`config.mk`:
```
export PLATFORM = sky130hd
export DESIGN_NAME = ahb_lite_arbiter
export DESIGN_NICKNAME = d
export VERILOG_FILES = /design/src/rtl/ahb_lite_arbiter.sv
export SDC_FILE = /design/constraint.sdc
export NUM_CORES = 1
export LEC_CHECK = 0
export BUFFER_PORTS_ARGS = -buffer_cell sky130_fd_sc_hd__buf_2
export CORE_AREA = 2 2 117 119
export DETAILED_ROUTE_END_ITERATION = 10
export DIE_AREA = 0 0 119 121
export GPL_TIMING_DRIVEN = 0
export PLACE_DENSITY_LB_ADDON = 0.3
export SETUP_SLACK_MARGIN = 0.3
export SYNTH_ARGS = -nofsm -noshare
export SYNTH_HDL_FRONTEND = slang
export SYNTH_SLANG_ARGS = --single-unit
```
`constraint.sdc`:
```
create_clock -name HCLK -period 2.1 [get_ports HCLK]
set_input_delay 0.105 -clock HCLK [delete_from_list [all_inputs] [get_ports HCLK]]
set_output_delay 0.105 -clock HCLK [all_outputs]
set_load 0.01 [all_outputs]
```
`src/rtl/ahb_lite_arbiter.sv`:
```
// ahb_lite_arbiter: shares one AHB-Lite slave port between N_MST masters (round-robin, burst lock).
// Latency: parked owner reaches the slave in the same cycle; a captured address is replayed 1 cycle later.
// Backpressure: slave wait states freeze grant/lock/hold/pend; a master with a held address sees m_hready=0.
// Ports: HCLK/HRESET; m_* are packed per-master buses (slice i = master i); s_* is the single slave port,
//        m_hrdata is broadcast, m_hready/m_hresp are routed per master.
module ahb_lite_arbiter #(
  parameter int N_MST  = 2,
  parameter int ADDR_W = 32,
  parameter int DATA_W = 32
) (
  input  logic                      HCLK,
  input  logic                      HRESET,
  input  logic [N_MST*ADDR_W-1:0]   m_haddr,
  input  logic [2*N_MST-1:0]        m_htrans,
  input  logic [N_MST-1:0]          m_hwrite,
  input  logic [3*N_MST-1:0]        m_hsize,
  input  logic [3*N_MST-1:0]        m_hburst,
  input  logic [4*N_MST-1:0]        m_hprot,
  input  logic [N_MST*DATA_W-1:0]   m_hwdata,
  output logic [DATA_W-1:0]         m_hrdata,
  output logic [N_MST-1:0]          m_hready,
  output logic [N_MST-1:0]          m_hresp,
  output logic                      s_hsel,
  output logic [ADDR_W-1:0]         s_haddr,
  output logic [1:0]                s_htrans,
  output logic                      s_hwrite,
  output logic [2:0]                s_hsize,
  output logic [2:0]                s_hburst,
  output logic [3:0]                s_hprot,
  output logic [DATA_W-1:0]         s_hwdata,
  output logic                      s_hready,
  input  logic [DATA_W-1:0]         s_hrdata,
  input  logic                      s_hreadyout,
  input  logic                      s_hresp
);
  localparam int GW = (N_MST > 1) ? $clog2(N_MST) : 1;

  localparam logic [1:0] TR_IDLE   = 2'b00;
  localparam logic [1:0] TR_BUSY   = 2'b01;
  localparam logic [1:0] TR_NONSEQ = 2'b10;
  localparam logic [1:0] TR_SEQ    = 2'b11;
  localparam logic [2:0] BU_SINGLE = 3'b000;

  typedef struct packed {
    logic [ADDR_W-1:0] addr;
    logic [1:0]        trans;
    logic              write;
    logic [2:0]        size;
    logic [2:0]        burst;
    logic [3:0]        prot;
  } hdr_t;

  typedef enum logic {UNLOCKED, LOCKED} lock_e;

  hdr_t             live   [N_MST];
  hdr_t             hold_q [N_MST];
  hdr_t             hold_d [N_MST];
  hdr_t             fwd;
  logic [1:0]       fwd_trans;
  logic [GW-1:0]    grant_q, grant_d;
  logic [GW-1:0]    downer_q, downer_d;
  logic             dvalid_q, dvalid_d;
  logic [N_MST-1:0] pend_q, pend_d;
  lock_e            lock_q, lock_d;
  logic [3:0]       beat_q, beat_d;
  logic [N_MST-1:0] own, hready_int, cap, req;
  logic [GW-1:0]    idx;
  logic             found;
  logic             accept;

  assign accept = s_hreadyout;

  always_comb begin
    for (int i = 0; i < N_MST; i++) begin
      live[i].addr  = m_haddr[i*ADDR_W +: ADDR_W];
      live[i].trans = m_htrans[2*i +: 2];
      live[i].write = m_hwrite[i];
      live[i].size  = m_hsize[3*i +: 3];
      live[i].burst = m_hburst[3*i +: 3];
      live[i].prot  = m_hprot[4*i +: 4];
    end
  end

  // Owner's address phase: a held (captured) transfer takes priority over the live bus.
  assign fwd       = pend_q[grant_q] ? hold_q[grant_q] : live[grant_q];
  assign fwd_trans = HRESET ? TR_IDLE : fwd.trans;

  assign s_haddr  = fwd.addr;
  assign s_htrans = fwd_trans;
  assign s_hsel   = fwd_trans[1];
  assign s_hwrite = fwd.write;
  assign s_hsize  = fwd.size;
  assign s_hburst = fwd.burst;
  assign s_hprot  = fwd.prot;
  assign s_hready = s_hreadyout;
  assign s_hwdata = m_hwdata[downer_q*DATA_W +: DATA_W];
  assign m_hrdata = s_hrdata;

  always_comb begin
    for (int i = 0; i < N_MST; i++) begin
      own[i] = dvalid_q && (downer_q == GW'(i));
      if (own[i])         hready_int[i] = s_hreadyout;
      else if (pend_q[i]) hready_int[i] = 1'b0;
      else                hready_int[i] = 1'b1;
      // Only non-owners are captured; the owner's address goes straight to the slave.
      cap[i] = accept && (GW'(i) != grant_q) && hready_int[i] && (live[i].trans == TR_NONSEQ);
      req[i] = pend_q[i] || cap[i] || ((GW'(i) == grant_q) && (live[i].trans == TR_NONSEQ));
    end
  end

  assign m_hready = HRESET ? {N_MST{1'b1}} : hready_int;
  assign m_hresp  = HRESET ? {N_MST{1'b0}} : (own & {N_MST{s_hresp}});

  // Burst lock. beat_q==0 while LOCKED marks an undefined-length INCR burst.
  always_comb begin
    lock_d = lock_q;
    beat_d = beat_q;
    if ((lock_q == LOCKED) && s_hresp && !s_hreadyout) begin
      // First ERROR cycle: the burst will not complete, release the bus.
      lock_d = UNLOCKED;
      beat_d = '0;
    end else if (accept) begin
      case (fwd_trans)
        TR_NONSEQ: begin
          if (fwd.burst != BU_SINGLE) begin
            lock_d = LOCKED;
            case (fwd.burst[2:1])
              2'b01:   beat_d = 4'd3;
              2'b10:   beat_d = 4'd7;
              2'b11:   beat_d = 4'd15;
              default: beat_d = 4'd0;
            endcase
          end else begin
            lock_d = UNLOCKED;
            beat_d = '0;
          end
        end
        TR_SEQ: begin
          if (lock_q == LOCKED) begin
            if (beat_q == 4'd1) begin
              lock_d = UNLOCKED;
              beat_d = '0;
            end else if (beat_q != 4'd0) begin
              beat_d = beat_q - 4'd1;
            end
          end
        end
        TR_IDLE: begin
          if ((lock_q == LOCKED) && (beat_q == 4'd0)) begin
            lock_d = UNLOCKED;
          end
        end
        TR_BUSY: ;
      endcase
    end
  end

  // Round-robin: scan from grant_q+1; the current owner is checked last, and with
  // no request at all the grant stays parked.
  always_comb begin
    grant_d = grant_q;
    found   = 1'b0;
    idx     = '0;
    if (accept && (lock_d == UNLOCKED)) begin
      for (int k = 1; k <= N_MST; k++) begin
        idx = GW'((int'(grant_q) + k) % N_MST);
        if (!found && req[idx]) begin
          grant_d = idx;
          found   = 1'b1;
        end
      end
    end
  end

  always_comb begin
    pend_d   = pend_q;
    hold_d   = hold_q;
    downer_d = downer_q;
    dvalid_d = dvalid_q;
    if (accept) begin
      pend_d[grant_q] = 1'b0;
      for (int i = 0; i < N_MST; i++) begin
        if (cap[i]) begin
          hold_d[i] = live[i];
          pend_d[i] = 1'b1;
        end
      end
      downer_d = grant_q;
      dvalid_d = fwd_trans[1];
    end
  end

  always_ff @(posedge HCLK) begin
    if (HRESET) begin
      grant_q  <= '0;
      pend_q   <= '0;
      lock_q   <= UNLOCKED;
      beat_q   <= '0;
      dvalid_q <= 1'b0;
      downer_q <= '0;
      for (int i = 0; i < N_MST; i++) hold_q[i] <= '0;
    end else begin
      grant_q  <= grant_d;
      pend_q   <= pend_d;
      lock_q   <= lock_d;
      beat_q   <= beat_d;
      dvalid_q <= dvalid_d;
      downer_q <= downer_d;
      hold_q   <= hold_d;
    end
  end

endmodule

```
# Word level (Yosys, flattened, before mapping)
# Index checks and enable logic that the tools add are counted.
# W data, S select, Z words.
# totals
word_cells,118
rom_bits,0
ramBits,0
reg_bits,100
latch_bits,0
mem_count,0
# classes
eq_ne,10
mux,41
n_lt_le_gt_ge,5
reduce_logical,33
multipliers,0
n_bitwise,7
add_sub_neg,3
div_mod_pow,0
shift,1
# ops
op,n
$mux W45,7
$shiftx A64 B7 Y32,1
$mux W1,23
$logic_and A1 B1 Y1,16
$mux W4,4
$eq A2 B2 Y1 const B,6
$pmux W4 S3,1
$pmux W4 S2,1
$lt A1 B2 Y1 const B,3
$mux W2,3
$reduce_and A2 Y1,3
$and A2 B2 Y2,2
$eq A4 B1 Y1 const B,1
$logic_not A4 Y1,1
$logic_or A1 B1 Y1,4
$reduce_and A4 Y1,1
$reduce_bool A2 Y1,2
$reduce_bool A4 Y1,1
$sub A4 B1 Y4 const B,1
$ne A3 B3 Y1 const B,1
$not A1 Y1,3
$pmux W1 S3,1
$reduce_bool A3 Y1,1
$add A1 B1 Y1 const B,2
other kinds (10),11

# Longest topological paths before layout
# logic_depth
ltp_word,17
depth_mapped,8

# Worst setup path after synthesis
# Ideal clock, no wire load.
# synth_path
path_type,register to register
start,register beat_q[0]
end,register beat_q[0]
setup_time_ps,70
synth_period_minus_slack_ps,1675
required_ps,2030
setup_slack_ps,425
arrival_ps,1606
n_path_buf,0
stages_incl_launch_ff,8
cell_sequence,dfxtp_1 > inv_1 > ha_1 > nor3b_1 > a21boi_0 > o211ai_2 > or3_1 > a21oi_1
# synth_via
elab_chain_cells,5
word_cells_on_any_way,9
classes_between,add/sub: 1; eq/ne: 2; mux: 4; reduce/logical: 2
# synth_lines
element,line_no,source
"start, declared",65,"logic [3:0] beat_q, beat_d;"
"start signal, assigned",206,beat_q <= beat_d;
$sub A4 B1 Y4,144,beat_d = beat_q - 4'd1;
$mux W4,143,end else if (beat_q != 4'd0) begin
$mux W4,140,if (beat_q == 4'd1) begin
$mux W4,139,if (lock_q == LOCKED) begin
$pmux W4 S2,123,case (fwd_trans)
# Several ways; a longest one is shown, not always the timed one. The select of a mux whose other input is x is not followed.
# A chain may end at the register's enable or synchronous reset.

# Worst setup path in the final report
# layout_path
start,register pend_q[1]
end,output s_haddr[3]
# layout_via
elab_chain_cells,3
# layout_lines
element,line_no,source
"start, declared",63,"logic [N_MST-1:0] pend_q, pend_d;"
"start signal, assigned",204,pend_q <= pend_d;
$mux W1 (not written as such) (2 in a row),85,assign fwd = pend_q[grant_q] ? hold_q[grant_q] : live[grant_q];
$mux W45,85,
"end, declared",24,"output logic [ADDR_W-1:0] s_haddr,"
# No other way between the ends. The select of a mux whose other input is x is not followed.

==> results.md <==
- TritonCTS clock tree: done
- Largest net degree at the start of global routing: 16
- Crit path from: pend_q[1]
- WP depth: 6
- Vias in the first global route: 5721
- Synth unique cells: 50
- Worst-Margin Slew: 0.6205 ns
- Crit path buffers/inverters: 4
- Crit path cell chain: buf_6, buf_8, buf_12, mux2i_4, a21oi_2, buf_2
- Die Wd: 119 um
- DIE AREA: 14400 um2
- Worst EP required: 2.00 ns
- Clk sink count: 100
- Drt via density: 5.293
- Nets: 1250
- First-pass GRT wire length: 29950 um
- Critical Path AT: 1.71 ns
- Top Metal Used: met4
- Layout cells sized above 1: 46.05%
- Worst vdd ir: 536.2 uV
- Register area share after synthesis: 33.91%
- Critical path's slowest cell: dfxtp_2
- Cells after DPL: 1202
- Reg-to-Reg Start: beat_q[0]
- Power Density: 581.7 nW/um2
- Slowest cell delay on critical path: 0.32 ns
- Via count: 6558
- Port Buf Inserts: 271
- Critical Path Sink: s_haddr[3]
- Syn avg cell area: 7.819 um2
- Initial drt markers: 511
- EDFF count, synth: 0
- Number of fill cells: 1136
- MaxCap Viol Count: 0
- Crit path capture type: primary output
- Root Driver: clkbuf_16
- I/O pin total: 305
- Final setup viols: 0
- Final setup TNS: 0 ns
- Reg2reg path depth: 7
- Met3 WL: 1510 um
- Initial antenna violation count: 1
- R2R Setup Slk: 0.32 ns
- Crit Path Class: reg2out
- Htree depth: 3
- Routability cong.: 0.8928
- Reg2reg end: grant_q
- Synth Instances: 755
- Clock slew at reported path FFs: 0.07 ns
- Period utilisation layout: 86.21%
- Post-Route WL: 20620 um
- Final-report hold violation count: 0
- Clk_skew: 0.007564 ns
- DRT antenna net count: 0
- Hold WC Path Type: in2reg
- Synth warn: 0
- DRC Markers: 0
- DP Wirelength: 14910 um
- Tmin final: 1.810 ns
- Met2 wire length: 9667 um
- Register Area: 2012 um2
- Max-slew violation count: 0
- CTS buffer count: 9
- CP Max Fanout: 10
- Cell area after synthesis: 5903 um2
- Crit-path leading delay family: buffers and inverters
- # rows: 42
- Pleak: 3.535 nW
- Core Region: 13090 um2
- Initial core utilization: 45.11%
- Outcome: completed
- Startpoint Class: flip-flop
- Asr flop ratio synth: 0%
- Syn-to-layout area delta: 44.62%
- Max Fclk: 552.3 MHz
- DR WL/cell: 16.64 um
- GR Overflow Total: 0
- Area of the multi-input gates: 3660 um2
- Layout Cells excl Fill: 1239
- Yosys reg bits: 100
- RSZ-0062 raised after global routing: true
- Wl on met1: 9142 um
- Die height: 121 um
- Total Routing Usage GR: 26.29%
- Predominant post-synthesis flop cell: dfxtp_1
- Synthesized netlist net count: 948
- Clock Tree Buf Depth: 2
- First-pass DRT Iterations: 5
- Rel. slew slack: 58.63%
- Clk_lat worst skew: 0.35 ns
## metrics by stage
step / util, % / total power (W) / worst slack [ns] / area (um2) / hold slack [ns]
after global routing: 65.22 / 0.005143 / 0.2319 / 8534 / 0.004292
final: 65.24 / 0.004966 / 0.2895 / 8537 / 0.0001635
after global placement: 57.16 / 0.003035 / -0.1980 / 7480 / 0.3566
after detailed placement: 57.16 / 0.003044 / -0.1867 / 7480 / 0.3614
after floorplan: - / 0.002595 / 0.4245 / 5903 / 0.2410
after CTS: 62.03 / 0.004875 / 0.1208 / 8117 / 0.0002405
## synth_stat cells, types with 4 or more instances
cell,count,area (um2)
nor3_1,7,35.03
o21ai_0,4,20.02
nor2b_1,44,275.3
buf_4,39,292.8
clkbuf_1,27,101.4
a21oi_1,133,665.6
dfxtp_1,100,2002
nand2b_1,6,37.54
a211oi_1,43,322.8
nand2_1,181,679.4
nor3b_1,6,45.04
mux2_2,32,360.4
nor2_1,14,52.55
mux2i_1,48,480.5
buf_2,17,85.08
buf_1,9,33.78
## logic make-up after synthesis
family | synth area share [%]
AO/OA/AOI/OAI | 20.37
XOR/XNOR | 0.1484
adder cells (fa/ha/maj) | 0.6359
buffers and inverters | 9.517
flip-flops | 33.91
multiplexers | 14.99
AND/OR/NAND/NOR | 20.43
## worst min path at each step
stage | startpoint | end | slack, ns | depth (start not counted)
CTS | m_haddr[62] | hold_q[43] | 0.0002 | 3
global placement | m_hburst[0] | hold_q[49] | 0.36 | 3
detailed placement | m_hprot[7] | hold_q[3] | 0.36 | 3
global route | m_hwrite[0] | hold_q[55] | 0.004 | 3
finish | m_haddr[27] | hold_q[85] | 0.0002 | 3
floorplan | m_hprot[4] | hold_q[0] | 0.24 | 2
## worst reg2reg max path: cells and delay by family (launching register included)
| kind | cells | cell delay [ns] |
|---|---|---|
| fa+ha+maj | 1 | 0.14 |
| simple gates | 1 | 0.23 |
| flops | 1 | 0.36 |
| compound gates | 4 | 0.86 |
| buf+inv | 1 | 0.08 |
## flip-flops by register name, indices dropped and copies added, names as in the netlist
| signal | cells |
|---|---|
| grant_q | 1 |
| lock_q | 1 |
| dvalid_q | 1 |
| pend_q | 2 |
| downer_q | 1 |
| beat_q | 4 |
| hold_q | 90 |
## cell usage in the layout, fill, tap and decap left out, types with 3 or more instances in the layout
cell           netlist  layout
dfxtp_1            100      96
buf_4               39      48
clkbuf_1            27      13
nand2_1            181     180
dlygate4sd3_1        0       7
a211oi_1            43       7
buf_2               17     280
buf_8                0       6
a211oi_2             0      34
mux2i_4              0       3
nand2b_1             6       6
buf_6                2      15
nor2_1              14      14
nor2b_1             44      34
mux2i_1             48      45
clkbuf_16            0       9
inv_1                3       3
nor3b_1              6       4
mux2_2              32      32
a21oi_2              0       4
o21ai_0              4       4
clkbuf_4             0       6
nor3_1               7       7
a21oi_1            133     129
buf_12               0       4
nor2b_2              0      10
ha_1                 3       3
clkbuf_2             0       8
## report_power, final
part | internal [W] | switching [W]
clock network | 0.00108 | 0.000734
registers | 0.00194 | 0.0000294
logic | 0.000571 | 0.000616
total | 0.00359 | 0.00138
## routing by layer
layer	GRT usage, %	up-vias
li1	-	3178
met1	37.25	3091
met2	40.84	268
met3	5.592	21
met4	6.399	0
met5	0	-
## layout make-up
type / instances / share of cell area, %
Multi-Input combinational cell: 555 / 42.87
Sequential cell: 100 / 23.57
Timing Repair Buffer: 291 / 18.10
Buffer: 94 / 8.808
Clock buffer: 12 / 2.887
Tap cell: 176 / 2.580
Clock inverter: 4 / 0.8501
Inverter: 6 / 0.3078
Antenna cell: 1 / 0.02931
## timing repair
item | in CTS | in global routing
pin swaps | 10 | 12
resized for setup | 71 | 100
setup buffers | 6 | 7
hold buffers | 5 | 2
endpoints found under the setup margin | 157 | 107
hold endpoints to repair | 5 | 2
No activity file was read; power rests on OpenSTA's default activity.
